## config.mk

```make
export PLATFORM = sky130hd
export DESIGN_NAME = led_sequencer_flat
export DESIGN_NICKNAME = d
export VERILOG_FILES = /design/src/rtl/seq_pkg.sv /design/src/rtl/led_sequencer_if.sv /design/src/rtl/slow_tick_sync.sv /design/src/rtl/led_sequencer.sv /design/src/flat_wrapper.sv
export SDC_FILE = /design/constraint.sdc
export NUM_CORES = 1
export LEC_CHECK = 0
export ABC_AREA = 1
export BUFFER_PORTS_ARGS = -buffer_cell sky130_fd_sc_hd__buf_2
export CORE_UTILIZATION = 38
export CTS_CLUSTER_DIAMETER = 100
export DETAILED_ROUTE_END_ITERATION = 7
export PLACE_DENSITY_LB_ADDON = 0.08
export SLEW_MARGIN = 20
export SYNTH_ARGS = -nofsm -noshare
export SYNTH_HDL_FRONTEND = slang
export SYNTH_SLANG_ARGS = --single-unit
```

## constraint.sdc

```tcl
create_clock -name clock -period 1.35 [get_ports clock]
set_clock_uncertainty 0.15 [all_clocks]
set_input_delay 0.0675 -clock clock [delete_from_list [all_inputs] [get_ports clock]]
set_output_delay 0.0675 -clock clock [all_outputs]
set_load 0.02 [all_outputs]
```

## src/rtl/seq_pkg.sv

```systemverilog
// Shared types and constants for the LED sequencer slice.
package seq_pkg;

  typedef enum logic {
    IDLE = 1'b0,
    REQ  = 1'b1
  } seq_state_e;

  localparam int SEQ_TIMEOUT_CYCLES = 16;
  localparam int SEQ_SYNC_STAGES    = 2;

endpackage

```

## src/rtl/led_sequencer_if.sv

```systemverilog
// Read handshake between the sequencer (master) and its read-only pattern memory (slave).
interface led_sequencer_if #(
  parameter int WORD_SIZE    = 8,
  parameter int ADDRESS_SIZE = 4
) ();

  logic [WORD_SIZE-1:0]    r_data;
  logic                    r_ready;
  logic [ADDRESS_SIZE-1:0] r_addr;
  logic                    r_en;

  modport master (output r_en, output r_addr, input r_data, input r_ready);
  modport slave  (input r_en, input r_addr, output r_data, output r_ready);

endinterface

```

## src/rtl/slow_tick_sync.sv

```systemverilog
// Brings slow_clock into the clock domain and emits a one-cycle step pulse per rising edge.
module slow_tick_sync
  import seq_pkg::*;
(
  input  logic clock,
  input  logic reset,
  input  logic slow_in,
  output logic step
);

  logic [SEQ_SYNC_STAGES-1:0] sync_q, sync_d;
  logic                       prev_q, prev_d;
  logic                       step_q, step_d;

  // Registered edge detect keeps step glitch-free and three cycles behind slow_in.
  always_comb begin
    sync_d = {sync_q[SEQ_SYNC_STAGES-2:0], slow_in};
    prev_d = sync_q[SEQ_SYNC_STAGES-1];
    step_d = sync_q[SEQ_SYNC_STAGES-1] & ~prev_q;
  end

  always_ff @(posedge clock) begin
    if (reset) begin
      sync_q <= '0;
      prev_q <= 1'b0;
      step_q <= 1'b0;
    end else begin
      sync_q <= sync_d;
      prev_q <= prev_d;
      step_q <= step_d;
    end
  end

  assign step = step_q;

endmodule

```

## src/rtl/led_sequencer.sv

```systemverilog
// Steps through MEMORY_QTY memory words, one per slow_clock rise, showing each on sequence_out.
// Define SEQ_READ_TIMEOUT_EN to abort reads that see no r_ready within SEQ_TIMEOUT_CYCLES.
module led_sequencer
  import seq_pkg::*;
#(
  parameter int WORD_SIZE    = 8,
  parameter int ADDRESS_SIZE = 4,
  parameter int MEMORY_QTY   = 16
) (
  input  logic            clock,
  input  logic            reset,
  input  logic            slow_clock,
  led_sequencer_if.master mem,
  output logic [7:0]      sequence_out
);

  localparam logic [ADDRESS_SIZE-1:0] LAST_ADDR = ADDRESS_SIZE'(MEMORY_QTY - 1);

  seq_state_e              state_q, state_d;
  logic                    r_en_q, r_en_d;
  logic                    pending_q, pending_d;
  logic                    first_q, first_d;
  logic [ADDRESS_SIZE-1:0] r_addr_q, r_addr_d, next_addr;
  logic [7:0]              seq_q, seq_d, word_ext;
  logic                    step;

  slow_tick_sync u_sync (
    .clock   (clock),
    .reset   (reset),
    .slow_in (slow_clock),
    .step    (step)
  );

  if (WORD_SIZE >= 8) begin : g_wide
    assign word_ext = mem.r_data[7:0];
  end else begin : g_narrow
    assign word_ext = {{(8 - WORD_SIZE){1'b0}}, mem.r_data};
  end

  assign next_addr = (r_addr_q == LAST_ADDR) ? '0 : r_addr_q + 1'b1;

`ifdef SEQ_READ_TIMEOUT_EN
  localparam int TO_W = $clog2(SEQ_TIMEOUT_CYCLES);
  logic [TO_W-1:0] to_cnt_q, to_cnt_d;
  logic            timed_out;
  assign timed_out = (to_cnt_q == TO_W'(SEQ_TIMEOUT_CYCLES - 1));
`endif

  // first_q masks a stale r_ready left over from the previous access.
  always_comb begin
    state_d   = state_q;
    r_en_d    = r_en_q;
    pending_d = pending_q;
    first_d   = 1'b0;
    r_addr_d  = r_addr_q;
    seq_d     = seq_q;
`ifdef SEQ_READ_TIMEOUT_EN
    to_cnt_d  = to_cnt_q;
`endif
    case (state_q)
      IDLE: begin
        if (step || pending_q) begin
          state_d   = REQ;
          r_en_d    = 1'b1;
          pending_d = 1'b0;
          first_d   = 1'b1;
`ifdef SEQ_READ_TIMEOUT_EN
          to_cnt_d  = '0;
`endif
        end
      end
      REQ: begin
        if (step) pending_d = 1'b1;
        if (!first_q && mem.r_ready) begin
          seq_d    = word_ext;
          state_d  = IDLE;
          r_en_d   = 1'b0;
          r_addr_d = next_addr;
        end
`ifdef SEQ_READ_TIMEOUT_EN
        else if (timed_out) begin
          state_d  = IDLE;
          r_en_d   = 1'b0;
          r_addr_d = next_addr;
        end else begin
          to_cnt_d = to_cnt_q + 1'b1;
        end
`endif
      end
      default: state_d = IDLE;
    endcase
  end

  always_ff @(posedge clock) begin
    if (reset) begin
      state_q   <= IDLE;
      r_en_q    <= 1'b0;
      pending_q <= 1'b0;
      first_q   <= 1'b0;
      r_addr_q  <= '0;
      seq_q     <= '0;
`ifdef SEQ_READ_TIMEOUT_EN
      to_cnt_q  <= '0;
`endif
    end else begin
      state_q   <= state_d;
      r_en_q    <= r_en_d;
      pending_q <= pending_d;
      first_q   <= first_d;
      r_addr_q  <= r_addr_d;
      seq_q     <= seq_d;
`ifdef SEQ_READ_TIMEOUT_EN
      to_cnt_q  <= to_cnt_d;
`endif
    end
  end

  assign mem.r_en     = r_en_q;
  assign mem.r_addr   = r_addr_q;
  assign sequence_out = seq_q;

endmodule

```

## src/flat_wrapper.sv

```systemverilog
// flat-port wrapper written by rule: the top's interface ports become plain ports
module led_sequencer_flat import seq_pkg::*;
#(
  parameter int WORD_SIZE    = 8,
  parameter int ADDRESS_SIZE = 4,
  parameter int MEMORY_QTY   = 16
)
  (clock, reset, slow_clock, sequence_out, mem_r_en, mem_r_addr, mem_r_data, mem_r_ready);
  led_sequencer_if #(.WORD_SIZE(WORD_SIZE), .ADDRESS_SIZE(ADDRESS_SIZE)) mem_i ();
  input  logic clock;
  input  logic reset;
  input  logic slow_clock;
  output logic [7:0] sequence_out;
  output wire logic [$bits(mem_i.r_en)-1:0] mem_r_en;
  output wire logic [$bits(mem_i.r_addr)-1:0] mem_r_addr;
  input wire logic [$bits(mem_i.r_data)-1:0] mem_r_data;
  input wire logic [$bits(mem_i.r_ready)-1:0] mem_r_ready;
  assign mem_r_en = mem_i.r_en;
  assign mem_r_addr = mem_i.r_addr;
  assign mem_i.r_data = mem_r_data;
  assign mem_i.r_ready = mem_r_ready;
  led_sequencer #(.WORD_SIZE(WORD_SIZE), .ADDRESS_SIZE(ADDRESS_SIZE), .MEMORY_QTY(MEMORY_QTY)) u_core (.clock(clock), .reset(reset), .slow_clock(slow_clock), .mem(mem_i), .sequence_out(sequence_out));
endmodule
```

==> results.md, run 1 <==
* Status: finished, final reports clean
* Overall routing resource usage at 16.6%
* FP Rows at 15
* GR Util met2 at 30.4%
* Peak VDD IR at 0.630 mV
* Largest net degree at the start of global routing at 14
* DRT Wirelength at 1510 µm
* Diode count at 0
* Min-Delay Path Class: in -> reg
* WP data required at 1.44 ns
* Final Hold Vio Count at 0
* Clock slew at reported path FFs at 0.11 ns
* Slew HR at 84.3%
* Pwr dens at 967 nW/µm²
* Design Power at 0.986 mW
* CP bufs+invs at 3
* Critical path's top delay family: buffers and inverters
* Crit path cell chain: dlygate4sd3_1, buf_4, nor2_1, dlygate4sd3_1
* Core box area at 1760 µm²
* Fin. max-slew vios at 0
* CP startpoint kind: input port
* Fin cells at 157
* Initial antenna violation count at 0
* CP max stage cell: dlygate4sd3_1
* Max Buffers Root-to-Sink at 2
* Synthesis-to-finish area growth at 38.8%
* Post-synthesis sequential area ratio at 54.5%
* Drt first pass iters at 4
* Vias per Instance at 4.41
* DIE AREA at 2110 µm²
* H-tree depth at 1
* Clock Sinks at 20
* Vias at 692
* Post-synth net total at 107
* Synth Register Bits at 20
* Most common cell on crit path: dlygate4sd3_1
* Final GP Congestion at 0.764
* DRC at 0
* Worst setup EP type: flop
* YS warnings at 0
* Max cap viols at 0
* Number of enable flip-flop cells after synthesis at 0
* Ys async rst share at 0%
* Iteration-0 DRC Markers at 11
* Worst-margin pin slew at 0.232 ns
* Final setup fails at 0
* Post-synth top flop: dfxtp_1
* Met1 usage at 17.8%
* GRT Max-Usage Layer: met2
* Initial Util at 41.6%
* Synth unique cells at 16
* CP Class: in -> reg
* Share of cells above drive strength 1 at 25.0%
* Worst hold slack at 0.0847 ns
* First-pass GRT wire length at 2490 µm
* Met3 GRT Util at 2.38%
* Max Clock Freq at 766 MHz
* CTS Root Cell: clkbuf_4
* Wire length per cell at 9.63 µm
* Top-Level Pins at 25
* Cells after synthesis at 94
* Post-DP HPWL at 1000 µm
* Die Ht at 46.0 µm
* Antenna Violating Nets Remaining at 0
* Total gr overflow at 0
* Worst skew pair latency at 0.29 ns
* Post-CTS setup buffer count at 0
* RSZ-0062 raised after global routing: no
* TNS Setup at 0 ns
* P_leak at 0.486 nW
* Avg Synthesized Cell Area at 7.81 µm²
* Critical Path AT at 1.39 ns
* Min cycle time layout at 1.31 ns
* Die Span X at 46.0 µm
* Fin nets at 147
* # port buffers at 24
* Total CTS buffers at 3
* CP max stage delay at 0.54 ns
* Final worst-path cycle share at 96.7%
* Synth Cell Area at 734 µm²
* Crit-path max FO at 7
* Dpl cells at 143
* CTS tree: done
* Vias in the first global route at 646
==> what timing repair did <==
action,CTS,global route
resized for setup,0,2
hold endpoints to repair,14,0
setup endpoints to repair,0,1
hold buffers,11,0
==> routing by layer <==
| layer | part of all wire [%] | wire length [µm] |
|---|---|---|
| met5 | 0 | 0 |
| met4 | 0.79 | 12 |
| met3 | 1.9 | 29 |
| met2 | 55 | 829 |
| met1 | 42 | 641 |
==> stage by stage <==
step,area [µm²],utilization (%),setup WS [ns]
3_5_place_dp,885,50.1,0.215
3_3_place_gp,885,50.1,0.237
2_1_floorplan,734,-,0.0579
4_1_cts,1020,57.7,0.0189
5_1_grt,1020,57.8,0.00631
6_report,1020,57.8,0.0441
==> worst paths after layout <==
kind | from | endpoint | slack, ns | cells after the start
setup / recovery | reset | u_core.u_sync.sync_q[0]$_SDFF_PP0_ | 0.04 | 4
hold / removal | mem_r_ready | u_core.mem.r_addr[1]$_SDFFE_PP0P_ | 0.08 | 4
setup reg to reg | u_core.mem.r_addr[1]$_SDFFE_PP0P_ | u_core.mem.r_addr[3]$_SDFFE_PP0P_ | 0.20 | 4
hold reg to reg | u_core.u_sync.prev_q$_SDFF_PP0_ | u_core.u_sync.step$_SDFF_PP0_ | 0.25 | 1
==> where the power goes <==
part           total (mW)  internal, mW  switching (mW)
Combinational       0.105        0.0541          0.0512
Sequential          0.611         0.605         0.00651
Clock               0.270         0.104           0.166
==> cells in the mapped netlist (2+ instances only) <==
cell type / number / area share, %
nand2_1: 11 / 5.6
dfxtp_1: 20 / 55
nand3_1: 5 / 3.4
nor2_1: 23 / 12
o21ai_0: 10 / 6.8
a21oi_1: 3 / 2.0
nor3_1: 2 / 1.4
inv_1: 12 / 6.1
==> tightest hold or removal path, cell delays in order <==
cell	delay, ns
buf_2	0.10
nand3_1	0.07
buf_4	0.17
a21oi_1	0.08
==> placed cells by master, fill, tap and decap left out <==
cell / count
nor2_1: 23
buf_2: 23
dfxtp_1: 20
inv_1: 12
nand2_1: 11
dlygate4sd3_1: 11
o21ai_0: 10
nand3_1: 5
buf_4: 4
a21oi_1: 3
clkbuf_4: 3
nor3_1: 2
nor2_2: 1
inv_2: 1
nand3_2: 1
o21ai_1: 1
ha_1: 1
==> flip-flops by register name, indices dropped and copies added, names as in the netlist <==
register and flops:
u_core.first_q 1, u_core.mem.r_addr 4, u_core.mem.r_en 1, u_core.pending_q 1
u_core.sequence_out 8, u_core.state_q 1, u_core.u_sync.prev_q 1, u_core.u_sync.step 1
u_core.u_sync.sync_q 2
==> cell type report <==
cell class                      count  area, µm²
Clock buffer                        3       22.5
Fill cell                         197        744
Inverter                           13       48.8
Multi-Input combinational cell     58        262
Sequential cell                    20        400
Tap cell                           25       31.3
Timing Repair Buffer               38        255
==> logic make-up after synthesis <==
family                     Yosys count  synth area share (%)
and+or+nand+nor                     43                  24.4
DFF                                 20                  54.5
buffers and inverters               16                  9.88
AOI/OAI and AO/OA                   14                  9.54
adders and majority gates            1                  1.70
No activity file was read; power rests on OpenSTA's default activity.
==> inputs of run 2 (changes only) <==
- RECOVER_POWER: unset -> 25
==> run 2 against run 1 <==
Compared with the run above: sequential share of layout area grew 0.15 points; utilization shrank 0.21 points; sequential power is essentially flat; sequential cell count is the same; total power is essentially flat; global-route usage is the same; combinational power is essentially flat; setup slack is the same; critical path depth is the same; worst hold slack is essentially flat; register-to-register slack is essentially flat; final cell count is the same.
==> results.md, run 2 (synthesis results as in run 1) <==
* Status: finished, final reports clean
* Total CTS buffers at 3
* Final Hold Vio Count at 0
* Worst skew pair latency at 0.29 ns
* Worst setup EP type: flop
* Vias in the first global route at 646
* CTS Root Cell: clkbuf_4
* Antenna Violating Nets Remaining at 0
* Critical path depth at 4
* Die Span X at 46.0 µm
* Max cap viols at 0
* Max Buffers Root-to-Sink at 2
* RSZ-0062 raised after global routing: no
* Core box area at 1760 µm²
* FF/Latch Area at 400 µm²
* CTS tree: done
* Post-DP HPWL at 1000 µm
* Fin nets at 147
* Share of cells above drive strength 1 at 22.7%
* Vias per Instance at 4.40
* Worst-margin pin slew at 0.258 ns
* Commonest non-fill, non-tap cell in the layout: nor2_1
* Crit-path max FO at 7
* Synthesis-to-finish area growth at 38.3%
* Diode count at 0
* Iteration-0 DRC Markers at 11
* Overall routing resource usage at 16.6%
* Commonest cells after routing, fill and taps aside: nor2_1 (23), buf_2 (20), dfxtp_1 (20)
* Worst Hold Depth at 4
* P_leak at 0.473 nW
* Crit path cell chain: dlygate4sd3_1, buf_4, nor2_1, dlygate4sd3_1
* Vias at 691
* Initial Util at 41.6%
* Reg2Reg Depth at 4
* Slew HR at 82.9%
* Worst R2R Setup Slack at 0.20 ns
* CP max stage cell: dlygate4sd3_1
* CP bufs+invs at 3
* Max Clock Freq at 766 MHz
* Most common cell on crit path: dlygate4sd3_1
* Clock slew at reported path FFs at 0.11 ns
* CP Class: in -> reg
* Reg2reg end: u_core.mem.r_addr[3]$_SDFFE_PP0P_
* Clock Sinks at 20
* Post-CTS setup buffer count at 0
* Fin. max-slew vios at 0
* Pwr dens at 970 nW/µm²
* CP endpoint: u_core.u_sync.sync_q[0]$_SDFF_PP0_
* Multi-input gate area at 262 µm²
* CP Launch Point: reset
* DIE AREA at 2110 µm²
* Final worst-path cycle share at 96.7%
* Max reg flops at 8
* Critical Path AT at 1.39 ns
* Final setup fails at 0
* Filler Cell Count at 199
* TNS Setup at 0 ns
* Peak VDD IR at 0.630 mV
* First-pass GRT wire length at 2490 µm
* WP data required at 1.44 ns
* Reg-to-reg startpoint: u_core.mem.r_addr[1]$_SDFFE_PP0P_
* CP startpoint kind: input port
* Total gr overflow at 0
* Dpl cells at 143
* FP Rows at 15
* # port buffers at 24
* Critical path's top delay family: buffers and inverters
* DRC at 0
* DRT Wirelength at 1520 µm
* Min-Delay Path Class: in -> reg
* Wire length per cell at 9.66 µm
* Top-Level Pins at 25
* Die Ht at 46.0 µm
* Final GP Congestion at 0.764
* H-tree depth at 1
* Largest net degree at the start of global routing at 14
* Drt first pass iters at 4
* CP max stage delay at 0.54 ns
* Fin cells at 157
* Min cycle time layout at 1.31 ns
* Initial antenna violation count at 0
[run 2: cell count changes in the layout (fill, tap and decap cells not counted), sizes merged]
cell / delta
buf: -3
clkbuf: +3
[run 2: through the flow]
stage / setup WS, ns / instance area (µm²) / utilization (%) / total power [mW] / hold slack [ns]
after detailed placement: 0.215 / 885 / 50.1 / 0.705 / 0.135
after floorplan: 0.0579 / 734 / - / 0.671 / -0.0113
after global routing: 0.00631 / 1020 / 57.6 / 1.04 / 0.110
after global placement: 0.237 / 885 / 50.1 / 0.704 / 0.118
after CTS: 0.0189 / 1020 / 57.7 / 0.994 / 0.0902
final: 0.0441 / 1020 / 57.6 / 0.986 / 0.0851
[run 2: worst min-delay path, cell delays in order]
cell and delay (ns):
buf_2 0.10, nand3_1 0.07, buf_4 0.17, a21oi_1 0.08
[run 2: worst min path at each step]
stage                      startpoint  slack (ns)                                 end
after floorplan                 reset       -0.01  u_core.u_sync.sync_q[0]$_SDFF_PP0_
after global placement     slow_clock        0.12  u_core.u_sync.sync_q[0]$_SDFF_PP0_
after global routing      mem_r_ready        0.11   u_core.mem.r_addr[1]$_SDFFE_PP0P_
final                     mem_r_ready        0.09   u_core.mem.r_addr[1]$_SDFFE_PP0P_
after CTS                 mem_r_ready        0.09   u_core.mem.r_addr[1]$_SDFFE_PP0P_
after detailed placement   slow_clock        0.14  u_core.u_sync.sync_q[0]$_SDFF_PP0_
[run 2: final cells by class]
type / count / area share (%)
sequential: 20 / 39.4
timing repair buffer: 38 / 24.8
clock buffer: 3 / 2.22
tap: 25 / 3.08
inverter: 13 / 4.80
multi-input combinational: 58 / 25.7
[run 2: repair_timing]
action / CTS / global route
hold buffers: 11 / 0
hold endpoints to repair: 14 / 0
gates resized for setup: 0 / 2
endpoints found under the setup margin: 0 / 1
[run 2: where the power goes]
group	leakage [nW]	internal [mW]	total, mW	switching (mW)
clock network	0.0138	0.104	0.270	0.166
logic	0.297	0.0534	0.105	0.0513
registers	0.162	0.605	0.612	0.00661
total	0.473	0.762	0.986	0.224
[run 2: per-layer routing]
layer / up-vias / wire, µm / part of all wire, % / track usage (%)
met1: 312 / 646 / 43 / 17.8
met3: 2 / 29 / 1.9 / 2.38
li1: 368 / - / - / -
met4: 0 / 12 / 0.79 / 9.41
met2: 9 / 828 / 55 / 30.4
met5: - / 0 / 0 / 0
==> inputs of run 3 (changes only) <==
- clock period: 1.35 -> 1.7 ns (I/O delays scaled with it)
==> run 3 against run 2 <==
Compared with the run above: highest routed layer unchanged; die area did not move; cell area fell by 2.6%; register-to-register slack improved by 0.10 ns.
==> results.md, run 3 (synthesis results as in run 1) <==
* Min-Delay Path Class: in -> reg
* RSZ-0062 raised after global routing: no
* Worst skew pair latency at 0.30 ns
* # port buffers at 24
* CTS Root Cell: clkbuf_4
* Commonest non-fill, non-tap cell in the layout: nor2_1
* Fin. max-slew vios at 0
* Core box area at 1760 µm²
* Design Power at 0.787 mW
* Initial Util at 41.6%
* Min cycle time layout at 1.47 ns
* Die Ht at 46.0 µm
* Max cap viols at 0
* Final GP Congestion at 0.765
* Die Span X at 46.0 µm
* Vias at 697
* DIE AREA at 2110 µm²
* Synthesis-to-finish area growth at 34.8%
* Pwr dens at 795 nW/µm²
* Final worst-path cycle share at 86.6%
* Clock slew at reported path FFs at 0.11 ns
* Final Hold Vio Count at 0
* Dpl cells at 140
* Max Clock Freq at 679 MHz
* WP data required at 1.75 ns
* Fin cells at 154
* CTS resizes at 0
* Status: finished, final reports clean
* Final setup fails at 0
* Slew HR at 65.8%
* Final WS setup at 0.227 ns
* DRT Wirelength at 1560 µm
* Diode count at 0
* Reg2Reg Depth at 3
* Fin nets at 144
* Drt first pass iters at 4
* Overall routing resource usage at 17.3%
* Top-Level Pins at 25
* Commonest cells after routing, fill and taps aside: nor2_1 (23), buf_2 (20), dfxtp_1 (20)
* Clock Sinks at 20
* Max Buffers Root-to-Sink at 2
* H-tree depth at 1
* Wire length per cell at 10.1 µm
* FP Rows at 15
* Total gr overflow at 0
* Worst Hold Depth at 5
* Crit-path max FO at 7
* P_leak at 0.454 nW
* Vias in the first global route at 623
* First-pass GRT wire length at 2480 µm
* CP startpoint kind: input port
* Vias per Instance at 4.53
* Fin util at 56.1%
* Iteration-0 DRC Markers at 8
* Post-DP HPWL at 936 µm
* Antenna Violating Nets Remaining at 0
* CP Class: in -> reg
* DRC at 0
* Initial antenna violation count at 0
* Worst-margin pin slew at 0.513 ns
* DP Worst Slack at 0.364 ns
* TNS Setup at 0 ns
* Critical Path AT at 1.52 ns
* Share of cells above drive strength 1 at 20.2%
* Largest net degree at the start of global routing at 14
* CTS tree: done
* Peak VDD IR at 0.424 mV
* Max reg flops at 8
* Worst setup EP type: flop
* Total CTS buffers at 3
==> run 3: final timing paths <==
kind                                   startpoint                             endpoint  slack (ns)
setup reg to reg        u_core.state_q$_SDFF_PP0_  u_core.sequence_out[6]$_SDFFE_PP0P_        0.30
setup / recovery                            reset   u_core.u_sync.sync_q[0]$_SDFF_PP0_        0.23
hold / removal                        mem_r_ready  u_core.sequence_out[4]$_SDFFE_PP0P_        0.09
hold reg to reg   u_core.u_sync.prev_q$_SDFF_PP0_        u_core.u_sync.step$_SDFF_PP0_        0.25
==> run 3: report_power, final <==
part | total, mW | leakage (nW) | internal (mW) | switching (mW)
registers | 0.486 | 0.162 | 0.480 | 0.00562
clock network | 0.221 | 0.0138 | 0.0827 | 0.138
logic | 0.0800 | 0.278 | 0.0392 | 0.0408
total | 0.787 | 0.454 | 0.602 | 0.185
==> run 3: layout make-up <==
class	count	area [µm²]
fillers	187	774
flip-flops and latches	20	400
multi-input cells	58	262
repair buffers	35	225
inverters	13	48.8
well taps	25	31.3
clock buffers	3	22.5
==> run 3: per-stage QoR <==
| stage | hold slack (ns) | cell area, µm² |
|---|---|---|
| 6_report | 0.0927 | 990 |
| 3_5_place_dp | 0.162 | 862 |
| 4_1_cts | 0.0871 | 995 |
| 5_1_grt | 0.127 | 990 |
| 2_1_floorplan | 0.00618 | 734 |
| 3_3_place_gp | 0.137 | 862 |
==> run 3: routing by layer <==
| metal | vias up | GRT usage (%) | part of all wire (%) |
|---|---|---|---|
| met5 | - | 0 | 0 |
| met4 | 0 | 12.9 | 2.8 |
| met3 | 4 | 5.56 | 3.4 |
| met2 | 13 | 28.7 | 51 |
| met1 | 319 | 17.8 | 43 |
| li1 | 361 | - | - |
==> run 3: worst max-delay path, cell delays in order <==
cell and delay (ns):
dlygate4sd3_1 0.53, clkbuf_1 0.27, nor2_1 0.08, dlygate4sd3_1 0.55
==> run 3: timing repair <==
action                                  CTS  global route
endpoints found under the hold margin    14             0
setup buffers                             0             0
endpoints found under the setup margin    0             0
hold buffers                             11             0
